===== src/rtl/sort3_serial.sv =====
// Sequential three-operand sorter: one shared comparator applied over three
// compare-swap passes (0,1), (1,2), (0,1), with a valid/ready handshake on each side.
module sort3_serial #(
   parameter int WIDTH = 16
) (
   input  logic             clk,
   input  logic             rst,
   input  logic             in_valid,
   output logic             in_ready,
   input  logic [WIDTH-1:0] A,
   input  logic [WIDTH-1:0] B,
   input  logic [WIDTH-1:0] C,
   output logic             out_valid,
   input  logic             out_ready,
   output logic [WIDTH-1:0] max_val,
   output logic [WIDTH-1:0] mid_val,
   output logic [WIDTH-1:0] min_val,
   output logic [1:0]       largest,
   output logic [1:0]       smallest,
   output logic             all_equal,
   output logic [15:0]      sort_count
);

   localparam logic [2:0] IDLE  = 3'd0;
   localparam logic [2:0] CS01A = 3'd1;
   localparam logic [2:0] CS12  = 3'd2;
   localparam logic [2:0] CS01B = 3'd3;
   localparam logic [2:0] DONE  = 3'd4;

   // Each slot word is {value, tag}; tag occupies the two LSBs.
   logic [2:0]       state_reg, state_next;
   logic [15:0]      sort_count_reg, sort_count_next;
   logic [WIDTH+1:0] slot_reg  [3];
   logic [WIDTH+1:0] slot_next [3];
   logic [WIDTH+1:0] load_word [3];

   logic             load;
   logic             busy;
   logic             pair_hi;
   logic [1:0]       lo_idx, hi_idx;
   logic [WIDTH+1:0] lo_word, hi_word;
   logic             swap;

   assign load      = (state_reg == IDLE) && in_valid;
   assign busy      = (state_reg == CS01A) || (state_reg == CS12) || (state_reg == CS01B);
   assign pair_hi   = (state_reg == CS12);
   assign lo_idx    = pair_hi ? 2'd1 : 2'd0;
   assign hi_idx    = pair_hi ? 2'd2 : 2'd1;
   assign lo_word   = pair_hi ? slot_reg[1] : slot_reg[0];
   assign hi_word   = pair_hi ? slot_reg[2] : slot_reg[1];
   // Strict compare on values only keeps equal operands in input order.
   assign swap      = busy && (lo_word[WIDTH+1:2] > hi_word[WIDTH+1:2]);

   assign load_word[0] = {A, 2'b00};
   assign load_word[1] = {B, 2'b01};
   assign load_word[2] = {C, 2'b10};

   generate
      for (genvar gi = 0; gi < 3; gi++) begin : g_slot
         always_comb begin
            slot_next[gi] = slot_reg[gi];
            if (load) begin
               slot_next[gi] = load_word[gi];
            end else if (swap) begin
               if (lo_idx == 2'(gi)) slot_next[gi] = hi_word;
               if (hi_idx == 2'(gi)) slot_next[gi] = lo_word;
            end
         end

         always_ff @(posedge clk or posedge rst) begin
            if (rst) slot_reg[gi] <= '0;
            else     slot_reg[gi] <= slot_next[gi];
         end
      end
   endgenerate

   always_comb begin
      state_next      = state_reg;
      sort_count_next = sort_count_reg;
      case (state_reg)
         IDLE:    if (in_valid) state_next = CS01A;
         CS01A:   state_next = CS12;
         CS12:    state_next = CS01B;
         CS01B:   state_next = DONE;
         DONE: begin
            if (out_ready) begin
               state_next      = IDLE;
               sort_count_next = sort_count_reg + 16'd1;
            end
         end
         default: state_next = IDLE;
      endcase
   end

   always_ff @(posedge clk or posedge rst) begin
      if (rst) begin
         state_reg      <= IDLE;
         sort_count_reg <= '0;
      end else begin
         state_reg      <= state_next;
         sort_count_reg <= sort_count_next;
      end
   end

   assign in_ready   = (state_reg == IDLE);
   assign out_valid  = (state_reg == DONE);
   assign min_val    = slot_reg[0][WIDTH+1:2];
   assign smallest   = slot_reg[0][1:0];
   assign mid_val    = slot_reg[1][WIDTH+1:2];
   assign max_val    = slot_reg[2][WIDTH+1:2];
   assign largest    = slot_reg[2][1:0];
   // Gated so the all-zero reset contents do not read as "all equal".
   assign all_equal  = out_valid && (slot_reg[0][WIDTH+1:2] == slot_reg[2][WIDTH+1:2]);
   assign sort_count = sort_count_reg;

endmodule


===== config.mk =====
export PLATFORM = sky130hd
export DESIGN_NAME = sort3_serial
export DESIGN_NICKNAME = d
export VERILOG_FILES = /design/src/rtl/sort3_serial.sv
export SDC_FILE = /design/constraint.sdc
export NUM_CORES = 1
export LEC_CHECK = 0
export ABC_CLOCK_PERIOD_IN_PS = 5530
export CAP_MARGIN = 30
export CORE_MARGIN = 2
export CORE_UTILIZATION = 53
export DETAILED_ROUTE_END_ITERATION = 10
export GPL_TIMING_DRIVEN = 0
export PLACE_DENSITY_LB_ADDON = 0.3
export SYNTH_ARGS = -nofsm -noshare
export SYNTH_HDL_FRONTEND = slang
export SYNTH_SLANG_ARGS = --single-unit

===== constraint.sdc =====
create_clock -name clk -period 5.53 [get_ports clk]
set_input_delay 0.553 -clock clk [delete_from_list [all_inputs] [get_ports clk]]
set_output_delay 0.553 -clock clk [all_outputs]
set_load 0.05 [all_outputs]

After elaboration in Yosys (flattened, before gate mapping)
Cells that the tools add are included.
{ "word_totals": {"reg_bits": 73, "input_bits": 52, "output_inout_bits": 71} }
{ "op_classes": {"n_addsub": 1, "n_lt_le_gt_ge": 1, "n_eq_ne": 11, "muxes": 19, "n_reduce_logical": 17} }
{ "op_table": {"columns": ["cell", "n"], "rows": [
  ["2-to-1 mux 18 bit", 14],
  ["adder 16 x 1 -> 16 bit (second input constant)", 1],
  ["equality test 16 bit", 1],
  ["> comparator 16 bit", 1],
  ["one-hot mux 3 bit (5 select lines)", 1],
  ["AND reduction 2 bit", 5],
  ["nonzero test 3 bit", 3],
  ["equality test 3 x 2 -> 1 bit (second input constant)", 2],
  ["2-to-1 mux 3 bit", 2],
  ["zero test 2 bit", 2],
  ["equality test 3 x 1 -> 1 bit (second input constant)", 1],
  ["equality test 3 bit (second input constant)", 1],
  ["logical AND 1 bit", 3],
  ["zero test 3 bit", 1],
  ["equality test 1 x 2 -> 1 bit (second input constant)", 1],
  ["equality test 2 x 1 -> 1 bit (second input constant)", 1],
  ["equality test 2 bit (second input constant)", 1],
  ["logical OR 1 bit", 2],
  ["2-to-1 mux 2 bit", 1],
  ["!= test 2 x 1 -> 1 bit (second input constant)", 1],
  ["!= test 2 bit (second input constant)", 1],
  ["nonzero test 2 bit", 1],
  ["equality test 1 bit (second input constant)", 1],
  ["2-to-1 mux 1 bit", 1]
]} }

Depth between registers and ports, before layout
{ "depth": {"word_depth": 7, "ltp_mapped": 13, "depth_no_buf": 10} }

Least setup slack after synthesis
No wires, ideal clock.
{ "synth_timing": {"path_kind": "flip-flop to flip-flop", "start": "reg state_reg[0]", "end": "reg slot_reg, in the netlist max_val[10]", "setup_ns": 0.126, "arrival_time_ns": 3.256, "required_time_ns": 5.404, "setup_slack_ns": 2.148, "path_stages_with_launch": 14, "path_buffers": 3, "period_less_slack_ns": 3.382, "path_cell_list": "dfrtp_1 -> clkbuf_1 -> or3b_2 -> clkbuf_1 -> nand2_1 -> nand2_1 -> ha_1 -> a21o_1 -> a21o_1 -> a2111o_1 -> a211oi_4 -> buf_6 -> nor3_1 -> a221o_1"} }
{ "synth_between": {"elab_chain_len": 6} }
{ "synth_rtl": {"columns": ["element", "line", "text"], "rows": [
  ["start, declared", "31", "logic [2:0] state_reg, state_next;"],
  ["start signal, assigned", "100", "state_reg <= state_next;"],
  ["equality test 3 x 2 -> 1 bit / equality test 3 x 1 -> 1 bit (equally long branches)", "45, 46", null],
  ["2-to-1 mux 18 bit, or another cell as far along", "49", "assign lo_word = pair_hi ? slot_reg[1] : slot_reg[0];"],
  ["> comparator 16 bit, or another cell as far along", "52", "assign swap = busy && (lo_word[WIDTH+1:2] > hi_word[WIDTH+1:2]);"],
  ["logical AND 1 bit / 2-to-1 mux 18 bit (equally long branches)", "52, 66", null],
  ["nonzero test 2 bit (no source line) / 2-to-1 mux 18 bit (equally long branches)", null, null],
  ["AND reduction 2 bit (no source line) / 2-to-1 mux 18 bit (equally long branches)", null, null],
  ["end signal, assigned by index", "72", "else slot_reg[gi] <= slot_next[gi];"],
  ["end, declared", "33", "logic [WIDTH+1:0] slot_reg [3];"]
]} }
Parallel ways exist; a longest one is shown, timed or not. The select of a mux whose other input is x is not followed.
A chain may end at the register's enable or synchronous reset.

Worst setup path in the final report
{ "layout_timing": {"start": "reg state_reg[2]", "end": "reg slot_reg, in the netlist mid_val[7]"} }
{ "layout_between": {"elab_chain_len": 6} }
{ "layout_rtl": {"columns": ["element", "line"], "rows": [
  ["equality test 3 x 2 -> 1 bit / equality test 3 x 1 -> 1 bit (equally long branches)", "45, 46"],
  ["2-to-1 mux 18 bit, or another cell as far along", "49"],
  ["> comparator 16 bit, or another cell as far along", "52"],
  ["logical AND 1 bit / 2-to-1 mux 18 bit (equally long branches)", "52, 66"],
  ["nonzero test 2 bit (no source line) / 2-to-1 mux 18 bit (equally long branches)", null],
  ["AND reduction 2 bit (no source line) / 2-to-1 mux 18 bit (equally long branches)", null]
]} }
Parallel ways exist; a longest one is shown, timed or not. The select of a mux whose other input is x is not followed.

==> impl_results.md <==
- Minimum period implied by the final worst setup slack: 4.55 ns
- Post-synthesis cell count: 574
- Post-detail-place hpwl: 12300 microns
- Average detailed-routed wire length per instance: 20.0 microns
- Synth Area in Simple Gates: 21.5%
- Post-layout instance area: 0.00648 sq mm
- Area share of xor/xnor cells in the synthesized design: 5.70%
- Placement Rows: 35
- Critical path class: reg2reg
- # clock sinks: 73
- Dominant cell type by area after synthesis: sky130_fd_sc_hd__dfrtp_1
- Final hold violations: 0
- Count of H-tree levels built during CTS: 3
- Post-CTS setup buffers: 0
- Starting density of the core: 54.0%
- Residual antenna-violating net count after detailed routing: 0
- Cell depth of the worst flop-to-flop path: 13
- Count of warnings emitted by yosys: 0
- Capture point of the worst reg-to-reg path: mid_val[7]
- Number of enable flip-flop cells after synthesis: 0
- Floorplan die width: 100 microns
- Diodes inserted: 0
- Clock tree from TritonCTS: yes
- Global placement routability congestion: 0.931
- Portion of the post-synthesis area used by sequential elements: 37.2%
- Root buffer cell: sky130_fd_sc_hd__clkbuf_8
- Synthesized-area fraction occupied by adder cells: 4.33%
- Area of the core: 0.00911 sq mm
- Boundary pin count: 123
- Longest Clk Path Bufs: 2
- Synthesized-area fraction occupied by ao, oa, aoi and oai cells: 18.8%
- Post-synthesis net count: 643
- Launch point of the worst hold path: sort_count[15]
- Commonest non-fill, non-tap cell in the layout: sky130_fd_sc_hd__clkdlybuf4s50_1
- Global Route Usage Sum: 33.8%
- DRC violations left: 0
- Cell depth of the worst hold path: 1
- RSZ-0062 raised after global routing: false
- Post-detailed-placement cell area: 0.00628 sq mm
- Relative slew margins: 40.2%
- Worst reg-to-reg setup slack: 0.98 ns
- Cts bufs inserted: 9
- Max-capacitance violation count: 0
- Net total in the final layout: 776
- Number of unique standard cell types used by synthesis: 46
- Proportion of layout cells with a drive suffix above 1: 12.8%
- Vertical die dimension: 100 microns
- Data arrival time at the worst-slack endpoint: 4.78 ns
- Share of the cycle needed by the critical path after routing: 82.2%
- Post-synthesis instance area: 0.00492 sq mm
- Via count of the first global-routing pass: 5029
- Terminating pin of the worst hold path: sort_count[15]
- Largest fanout on the critical path: 10
- Detailed Route WL: 16500 microns
- Total via count in the routed design: 5000
- Antenna violations before repair: 0
- Clock latency of the later-clocked register in the worst-skew pair: 0.36 ns
- Count of state elements after synthesis: 73
- Setup TNS: 0 ns
- Min-Delay Path Class: reg2reg
- WP data required: 5.77 ns
- Number of design-rule violations left by the first detailed-router iteration: 355
- Average cell area after synthesis: 8.56 sq um
- Final global-route overflow total: 0
- Fmax: 220 MHz
- Largest net degree at the start of global routing: 74
- Worst-margin pin slew: 0.897 ns
- Most frequent cells in the layout: sky130_fd_sc_hd__clkdlybuf4s50_1 (122), sky130_fd_sc_hd__nand2_1 (93), sky130_fd_sc_hd__dfrtp_1 (73)
- Number of buffers added on ports: 122
- Most common flop cell mapped by yosys: sky130_fd_sc_hd__dfrtp_1
- Length of the first detailed-routing pass in iterations: 7
- Overall die area: 0.0101 sq mm
- First-pass GRT wire length: 26300 microns
- Combinational family with the most area after synthesis: simple AND/OR/NAND/NOR gates
- Category of the worst setup path launch point: flip-flop
- Synth area leaders: sky130_fd_sc_hd__dfrtp_1 (37%), sky130_fd_sc_hd__buf_4 (8.1%), sky130_fd_sc_hd__nand2_1 (7.1%)
- Post-detailed-route via-to-cell ratio: 6.08
- Total of cells resized after clock tree synthesis: 0
- Mux contribution to synthesized area: 0.636%
- Layout Skew: 0.0117 ns
- Clock-pin transition on the worst setup and hold timing paths: 0.08 ns
- Outcome: completed
- Hold-fix buffers at CTS: 0
- Number of slew-limit violations in the final report: 0
- Layout Area Growth over Synthesis: 31.9%
- Ys async rst share: 100%
- Final number of setup-violating endpoints: 0
- Beginning of the worst register-to-register path: state_reg[2]
- Area fraction of the dominant cell type after synthesis: 37.2%
- Critical path capture point type: flip-flop
==> critical path: stages (launching register included) <==
cell and delay (ns):
sky130_fd_sc_hd__dfrtp_1 0.36, sky130_fd_sc_hd__clkbuf_1 0.23, sky130_fd_sc_hd__nor3b_2 0.62, sky130_fd_sc_hd__clkbuf_1 0.54
sky130_fd_sc_hd__nand2_1 0.14, sky130_fd_sc_hd__a21boi_0 0.16, sky130_fd_sc_hd__ha_1 0.32, sky130_fd_sc_hd__nand4_1 0.23
sky130_fd_sc_hd__nor4_4 0.12, sky130_fd_sc_hd__a211oi_2 0.63, sky130_fd_sc_hd__clkbuf_1 0.50, sky130_fd_sc_hd__nand3_1 0.22
sky130_fd_sc_hd__o21ai_0 0.26, sky130_fd_sc_hd__o21ai_1 0.10
==> synthesized netlist by cell type, types with 4 or more instances <==
cell type                  count
sky130_fd_sc_hd__o21ai_0      25
sky130_fd_sc_hd__xor2_1       14
sky130_fd_sc_hd__a21oi_1      23
sky130_fd_sc_hd__and2_1       13
sky130_fd_sc_hd__dfrtp_1      73
sky130_fd_sc_hd__o221a_2       5
sky130_fd_sc_hd__ha_1         17
sky130_fd_sc_hd__o22ai_1      16
sky130_fd_sc_hd__nor4_1       18
sky130_fd_sc_hd__nor2_1       29
sky130_fd_sc_hd__nand3_1      24
sky130_fd_sc_hd__clkbuf_1     27
sky130_fd_sc_hd__nand4_1      11
sky130_fd_sc_hd__o21ai_1      11
sky130_fd_sc_hd__xnor2_1      18
sky130_fd_sc_hd__nor3_1       14
sky130_fd_sc_hd__or3_1         5
sky130_fd_sc_hd__inv_1         6
sky130_fd_sc_hd__a21boi_0     15
sky130_fd_sc_hd__a221o_1      11
sky130_fd_sc_hd__buf_2         4
sky130_fd_sc_hd__nand2_1      93
sky130_fd_sc_hd__o211ai_1      4
sky130_fd_sc_hd__a211oi_1     16
sky130_fd_sc_hd__buf_4        53
==> through the flow <==
step	worst slack, ns	instances	hold WS (ns)	util [%]
after detailed placement	1.13	807	0.465	68.9
after CTS	1.10	823	0.479	71.2
final	0.985	823	0.478	71.2
after global placement	1.15	807	0.459	68.9
after global routing	0.716	823	0.503	71.2
after floorplan	2.15	574	0.476	-
==> layer usage <==
metal  global-route usage [%]  up-vias  part of all wire, %
met4                     13.5        0                  3.3
met2                     54.4      308                   46
met5                        0        -                    0
met1                     45.4     2360                   41
met3                     5.99       47                  9.4
li1                         -     2285                    -
==> cells by family (layout without fill, tap and decap cells) <==
kind of cell             Yosys count  in the layout
AND/OR/NAND/NOR                  219            219
AO/OA/AOI/OAI                    135            135
buffers and inverters             95            233
flip-flops                        73             73
XOR/XNOR                          32             32
adder cells (fa/ha/maj)           17             17
multiplexers                       3              3
==> worst max-delay path by stage <==
stage | from | to | slack [ns] | cells past startpoint
after floorplan | state_reg[0] | max_val[10] | 2.15 | 13
after global placement | state_reg[2] | mid_val[4] | 1.15 | 13
after detailed placement | state_reg[2] | mid_val[7] | 1.13 | 13
after CTS | state_reg[2] | mid_val[7] | 1.10 | 13
after global routing | state_reg[2] | mid_val[7] | 0.72 | 13
final | state_reg[2] | mid_val[7] | 0.98 | 13
==> cell type report <==
class	instances	area [sq um]
plain buffers	89	562
clock buffers	11	141
multi-input cells	406	2500
inverters	6	25.0
well taps	111	139
clock inverters	5	62.6
fillers	728	2630
repair buffers	122	1220
flip-flops and latches	73	1830
Power is not shown: default switching activity piles up to over one toggle a cycle in this logic, so the estimate is an artifact.
